<file path="src/rtl/adc_pkg.sv">
// Shared definitions for the serial ADC capture path: frame sequencer states,
// the conversion word width and a small constant helper.
package adc_pkg;

  localparam int ADC_DATA_W = 10;

  typedef enum logic [1:0] {
    IDLE    = 2'd0,
    SETTLE  = 2'd1,
    SHIFT   = 2'd2,
    CAPTURE = 2'd3
  } adc_state_t;

  function automatic int max_int(input int a, input int b);
    return (a > b) ? a : b;
  endfunction

endpackage

</file>
<file path="src/rtl/adc_capture_ctrl.sv">
// Frame sequencer around ADCregs: chip select, settle delay, DATA_W shift
// enables, then a single-word output register with valid/ready and overrun.
module adc_capture_ctrl
  import adc_pkg::*;
#(
  parameter int DATA_W        = ADC_DATA_W,
  parameter int SETTLE_CYCLES = 2
) (
  input  logic              clk,
  input  logic              reset_n,
  input  logic              start,
  output logic              adc_cs_n,
  output logic              shift_en,
  input  logic [DATA_W-1:0] shreg_q,
  output logic [DATA_W-1:0] data,
  output logic              valid,
  input  logic              ready,
  output logic              busy,
  output logic              overrun,
  input  logic              clr_overrun
);

  localparam int CNT_W = $clog2(max_int(DATA_W, SETTLE_CYCLES) + 1);
  localparam logic [CNT_W-1:0] SHIFT_LAST  = CNT_W'(DATA_W - 1);
  // With no settle time the SETTLE state is never entered, so its limit is moot.
  localparam logic [CNT_W-1:0] SETTLE_LAST = CNT_W'((SETTLE_CYCLES > 0) ? SETTLE_CYCLES - 1 : 0);

  adc_state_t       state, state_next;
  logic [CNT_W-1:0] cnt, cnt_next;
  logic             capture, accept_word, drop_word;

  always_ff @(posedge clk) begin
    if (!reset_n) begin
      state <= IDLE;
      cnt   <= '0;
    end else begin
      state <= state_next;
      cnt   <= cnt_next;
    end
  end

  always_comb begin
    state_next = state;
    cnt_next   = cnt;
    adc_cs_n   = 1'b1;
    shift_en   = 1'b0;
    case (state)
      IDLE: begin
        if (start) begin
          cnt_next   = '0;
          state_next = (SETTLE_CYCLES > 0) ? SETTLE : SHIFT;
        end
      end
      SETTLE: begin
        adc_cs_n = 1'b0;
        if (cnt == SETTLE_LAST) begin
          state_next = SHIFT;
          cnt_next   = '0;
        end else begin
          cnt_next = cnt + CNT_W'(1);
        end
      end
      SHIFT: begin
        adc_cs_n = 1'b0;
        shift_en = 1'b1;
        if (cnt == SHIFT_LAST) begin
          state_next = CAPTURE;
          cnt_next   = '0;
        end else begin
          cnt_next = cnt + CNT_W'(1);
        end
      end
      CAPTURE: begin
        state_next = IDLE;
      end
      default: begin
        state_next = IDLE;
      end
    endcase
  end

  assign busy = (state != IDLE);

  // A word held unconsumed at capture time keeps priority; the new one is lost.
  assign capture     = (state == CAPTURE);
  assign accept_word = capture && (!valid || ready);
  assign drop_word   = capture && valid && !ready;

  always_ff @(posedge clk) begin
    if (!reset_n) begin
      data    <= '0;
      valid   <= 1'b0;
      overrun <= 1'b0;
    end else begin
      if (accept_word) begin
        data  <= shreg_q;
        valid <= 1'b1;
      end else if (valid && ready) begin
        valid <= 1'b0;
      end
      if (drop_word) begin
        overrun <= 1'b1;
      end else if (clr_overrun) begin
        overrun <= 1'b0;
      end
    end
  end

endmodule

</file>
<file path="config.mk">
export PLATFORM = sky130hd
export DESIGN_NAME = adc_capture_ctrl
export DESIGN_NICKNAME = d
export VERILOG_FILES = /design/src/rtl/adc_pkg.sv /design/src/rtl/adc_capture_ctrl.sv
export SDC_FILE = /design/constraint.sdc
export NUM_CORES = 1
export LEC_CHECK = 0
export ABC_CLOCK_PERIOD_IN_PS = 1520
export CAP_MARGIN = 40
export CORE_UTILIZATION = 28
export CTS_CLUSTER_SIZE = 24
export DETAILED_ROUTE_END_ITERATION = 8
export MAX_ROUTING_LAYER = met4
export PLACE_DENSITY = 0.61
export SYNTH_ARGS = -nofsm -noshare
export SYNTH_HDL_FRONTEND = slang
export SYNTH_SLANG_ARGS = --single-unit
</file>
<file path="constraint.sdc">
create_clock -name clk -period 1.52 [get_ports clk]
set_clock_uncertainty 0.05 [all_clocks]
set_input_delay 0.304 -clock clk [delete_from_list [all_inputs] [get_ports clk]]
set_output_delay 0.304 -clock clk [all_outputs]
set_load 0.01 [all_outputs]
</file>
# After elaboration in Yosys (flattened, before gate mapping)
# Cells that the tools add are included.
# W data, S select, Z words.
[totals] reg_bits=18 inputBits=15 output_inout_bits=15 word_cells=43
[op_classes] add_sub_neg=1 n_eq_ne=8 muxes=14 reduce_logical=15
[op_table] operator="$mux W4" n=3
[op_table] operator="$pmux W4 S3" n=1
[op_table] operator="$pmux W2 S4" n=1
[op_table] operator="$mux W1" n=6
[op_table] operator="$mux W2" n=3
[op_table] operator="$ne A2 B2 Y1 const B" n=3
[op_table] operator="$reduce_bool A2 Y1" n=3
[op_table] operator="$add A4 B1 Y4 const B" n=1
[op_table] operator="$eq A2 B2 Y1 const B" n=2
[op_table] operator="$eq A4 B1 Y1 const B" n=1
[op_table] operator="$eq A4 B4 Y1 const B" n=1
[op_table] operator="$logic_and A1 B1 Y1" n=4
[op_table] operator="$reduce_and A3 Y1" n=1
[op_table] operator="$reduce_bool A3 Y1" n=1
[op_table] operator="$eq A2 B1 Y1 const B" n=1
[op_table] operator="$logic_not A1 Y1" n=2
[op_table] operator="$logic_not A2 Y1" n=1
[op_table] operator="$reduce_and A2 Y1" n=1
[op_table] operator="$reduce_or A2 Y1" n=1
[op_table] operator="$logic_or A1 B1 Y1" n=1

# Logic depth before layout (Yosys ltp)
[depth] ltp_word=4 depth_mapped=6 mapped_depth_nobuf=6

# Worst setup path after synthesis
# No wires, ideal clock.
[synth_path] path_kind="register to register" start="register state[0]" end="register cnt[2]" setup_time_ps=118 arrival_time_ps=1332 required_time_ps=1352 path_slack_ps=20 stages_incl_launch_ff=7 path_buffers=0 synth_period_minus_slack_ps=1500 path_cell_list="dfxtp_1 inv_1 ha_1 mux2i_1 nor3b_1 o21ai_1 a21boi_1"
[synth_between] elab_chain_len=3 elab_cells_between_ends=7 classes_between="eq/ne (3); mux (1); reduce/logical (3)"
[synth_rtl] item="start: declaration" line_no="adc_capture_ctrl.sv:28" source="adc_state_t state, state_next;"
[synth_rtl] item="start signal: assignment" line_no="adc_capture_ctrl.sv:37" source="state <= state_next;"
[synth_rtl] item="$eq A2 B2 Y1, or another cell as far along" line_no="adc_capture_ctrl.sv:47" source="case (state)"
[synth_rtl] item="$reduce_bool A3 Y1 (no line) / $ne A2 B2 Y1 (equally long branches)"
[synth_rtl] item="$reduce_and A2 Y1 (no line)"
[synth_rtl] item="end signal: assignment" line_no="adc_capture_ctrl.sv:38" source="cnt <= cnt_next;"
[synth_rtl] item="end: declaration" line_no="adc_capture_ctrl.sv:29" source="logic [CNT_W-1:0] cnt, cnt_next;"
# Several ways; a longest one is shown, not always the timed one.
# A chain may end at the register's enable or synchronous reset.

# Worst setup path in the final report
[layout_path] start="register state[1]" end="register cnt[0]"
# The elaborated chain is that of the path after synthesis.

==> flow_metrics.env <==
export IMPL_run_status="finished, violations left"
export IMPL_failed_checks="design-rule violations"
export IMPL_path_max_fanout=4
export IMPL_cts_buffer_depth=2
export IMPL_rsz0062_at_grt="yes"
export IMPL_die_area_um2=3350
export IMPL_min_path_type="flip-flop to flip-flop"
export IMPL_hold_buffers=0
export IMPL_setup_viol=0
export IMPL_max_clock_freq_mhz=659
export IMPL_num_vias=752
export IMPL_finalHoldViolCount=0
export IMPL_min_from="cnt[2]"
export IMPL_globalRouteOverflowTotal=0
export IMPL_antenna_found_initial=0
export IMPL_cap_violations=0
export IMPL_synth_seq_cells=18
export IMPL_io_buffers=29
export IMPL_arrival_ns=1.68
export IMPL_drt_iter0_drc=22
export IMPL_multiInputGateArea_um2=547
export IMPL_grt_pass1_wl_um=3210
export IMPL_nets=156
export IMPL_holdPathEnd="cnt[2]"
export IMPL_syn_area_um2=875
export IMPL_initial_core_util=0.307
export IMPL_cpMostUsedCell="buf_4"
export IMPL_syn_avg_cell_area_um2=9.61
export IMPL_ys_warn_count=0
export IMPL_fill_cells=263
export IMPL_p_per_area_nw_per_um2=1370
export IMPL_finalCriticalPeriod_ns=1.52
export IMPL_whs_path_depth=2
export IMPL_antenna_left=0
export IMPL_track_usage=0.129
export IMPL_ys_seq_area_frac=0.412
export IMPL_grt_pass1_vias=740
export IMPL_drive_gt1_frac=0.254
export IMPL_end_kind="flip-flop"
export IMPL_syn_to_final_growth_pct=59.1
export IMPL_regArea_um2=363
export IMPL_total_power_mw=1.90
export IMPL_grt_max_degree=20
export IMPL_worst_slew_pin_transition_ns=0.323
export IMPL_crit_chain="inv_2 > buf_4 > ha_4 > mux2i_4 > a211oi_4 > buf_4 > nand2_1 > a21boi_0"
export IMPL_layout_commonest_cell="dfxtp_1"
export IMPL_irDropWorstVdd_v=0.000733
export IMPL_ys_top_cells_by_area="dfxtp_1, mux2i_1, nor2b_1"
export IMPL_routed_wl_um=1930
export IMPL_final_core_util=0.488
export IMPL_clk_pin_slew_ns=0.11
export IMPL_power_leakage_nw=0.687
export IMPL_cts_root_buffer="clkbuf_4"
export IMPL_reg2reg_slack_ns=0.004
export IMPL_synthCells=91
export IMPL_slew_violations=0
export IMPL_die_width_um=57.9
export IMPL_cts_max_level=1
export IMPL_syn_num_nets=112
export IMPL_cts_made_buffers=3
export IMPL_worst_setup_path_start_kind="flip-flop"
export IMPL_die_height_um=57.9
export IMPL_worstSkewPairLatency_ns=0.29
export IMPL_max_slew_margin_rel=0.784
export IMPL_synth_area_leader_cell="dfxtp_1"
export IMPL_cpMaxStageDelayCell="dfxtp_2"
export IMPL_wl_per_cell_um=11.7
export IMPL_reg2reg_depth=8
export IMPL_worstSetupPathType="flip-flop to flip-flop"
export IMPL_r2r_start="state[1]"
export IMPL_hpwl_um=1370
export IMPL_post_route_period_util=0.998
export IMPL_cts_tree="done"
export IMPL_cpPeakStageDelay_ns=0.34
export IMPL_vias_per_cell=4.56
export IMPL_critPathRequiredTime_ns=1.69
export IMPL_r2r_end="cnt[0]"
export IMPL_clkSinkCount=18
export IMPL_num_rows=19
export IMPL_coreArea_um2=2850
export IMPL_pin_count=30
export IMPL_place_congestion=0.746
export IMPL_yosysTopAreaCellShare=0.412
export IMPL_hold_worst_slack_ns=0.467
export IMPL_synthDistinctLibCells=23
export IMPL_drc=2
export IMPL_first_pass_iters=6
export IMPL_layout_common_cells="dfxtp_1, nor2b_1, clkdlybuf4s50_1"
export IMPL_antenna_cells=0
worst max-delay path, delay by kind of cell, from the launching register on:
| kind | cells | cell delay [ns] |
|---|---|---|
| compound gates | 2 | 0.44 |
| fa+ha+maj | 1 | 0.14 |
| buf+inv | 3 | 0.35 |
| flops | 1 | 0.34 |
| mux | 1 | 0.08 |
| simple gates | 1 | 0.04 |
how the worst max path moves through the flow:
stage / slack (ns) / startpoint / to
floorplan: 0.02 / state[0] / cnt[2]
global placement: -0.08 / state[0] / adc_cs_n
detailed placement: -0.11 / state[0] / adc_cs_n
CTS: 0.0002 / data[9] / data[9]
global route: -0.06 / state[1] / cnt[3]
finish: 0.004 / state[1] / cnt[0]
cell type report:
type                    count  area share
inverters                   7      0.0207
flip-flops and latches     18       0.261
clock buffers               4      0.0261
repair buffers             42       0.272
multi-input cells          63       0.393
well taps                  31      0.0279
state kept, by name, summed over array words and instances (netlist names):
register / count
overrun: 1
valid: 1
data: 10
cnt: 4
state: 2
kinds of logic (layout without fill, tap and decap cells):
kind of cell,Yosys count,count (layout),share of synthesized area
simple gates,31,31,0.196
flops,18,18,0.412
compound gates,13,13,0.110
mux,13,13,0.149
buf+inv,10,53,0.0472
fa+ha+maj,6,6,0.0858
power by group:
part           total [mW]  internal, mW  switching (mW)
Sequential          0.556         0.527          0.0296
Clock               0.294         0.146           0.148
Combinational        1.05         0.556           0.496
per-layer routing:
layer / vias up / global-route usage / share of wire
li1: 387 / - / -
met1: 342 / 0.152 / 0.45
met2: 21 / 0.207 / 0.48
met3: 2 / 0.0424 / 0.056
met4: 0 / 0.0408 / 0.011
met5: - / - / 0
Yosys cell counts, drive strengths merged:
cell / count
nor3b: 1
dfxtp: 18
and2: 1
a21boi: 4
o211a: 1
mux2i: 13
ha: 6
nand2b: 2
a211oi: 1
nand2: 7
nor2: 3
inv: 7
o211ai: 1
nor2b: 15
a21oi: 3
o21ai: 1
nand3: 1
o21a: 1
a211o: 1
nand3b: 1
clkbuf: 2
buf: 1
timing repair:
item,CTS,global route
endpoints found under the setup margin,19,9
gates resized for setup,33,11
setup buffers,0,1
pin swaps,3,4
metrics by stage:
stage / worst slack [ns] / area, um^2 / instances / TNS (ns)
finish: 0.00362 / 1390 / 165 / 0
global route: -0.0586 / 1390 / 165 / -0.167
CTS: 0.000215 / 1340 / 164 / 0
detailed placement: -0.110 / 1290 / 160 / -0.813
global placement: -0.0807 / 1290 / 160 / -0.633
floorplan: 0.0201 / 875 / 91 / 0
No activity file was read; power rests on OpenSTA's default activity.
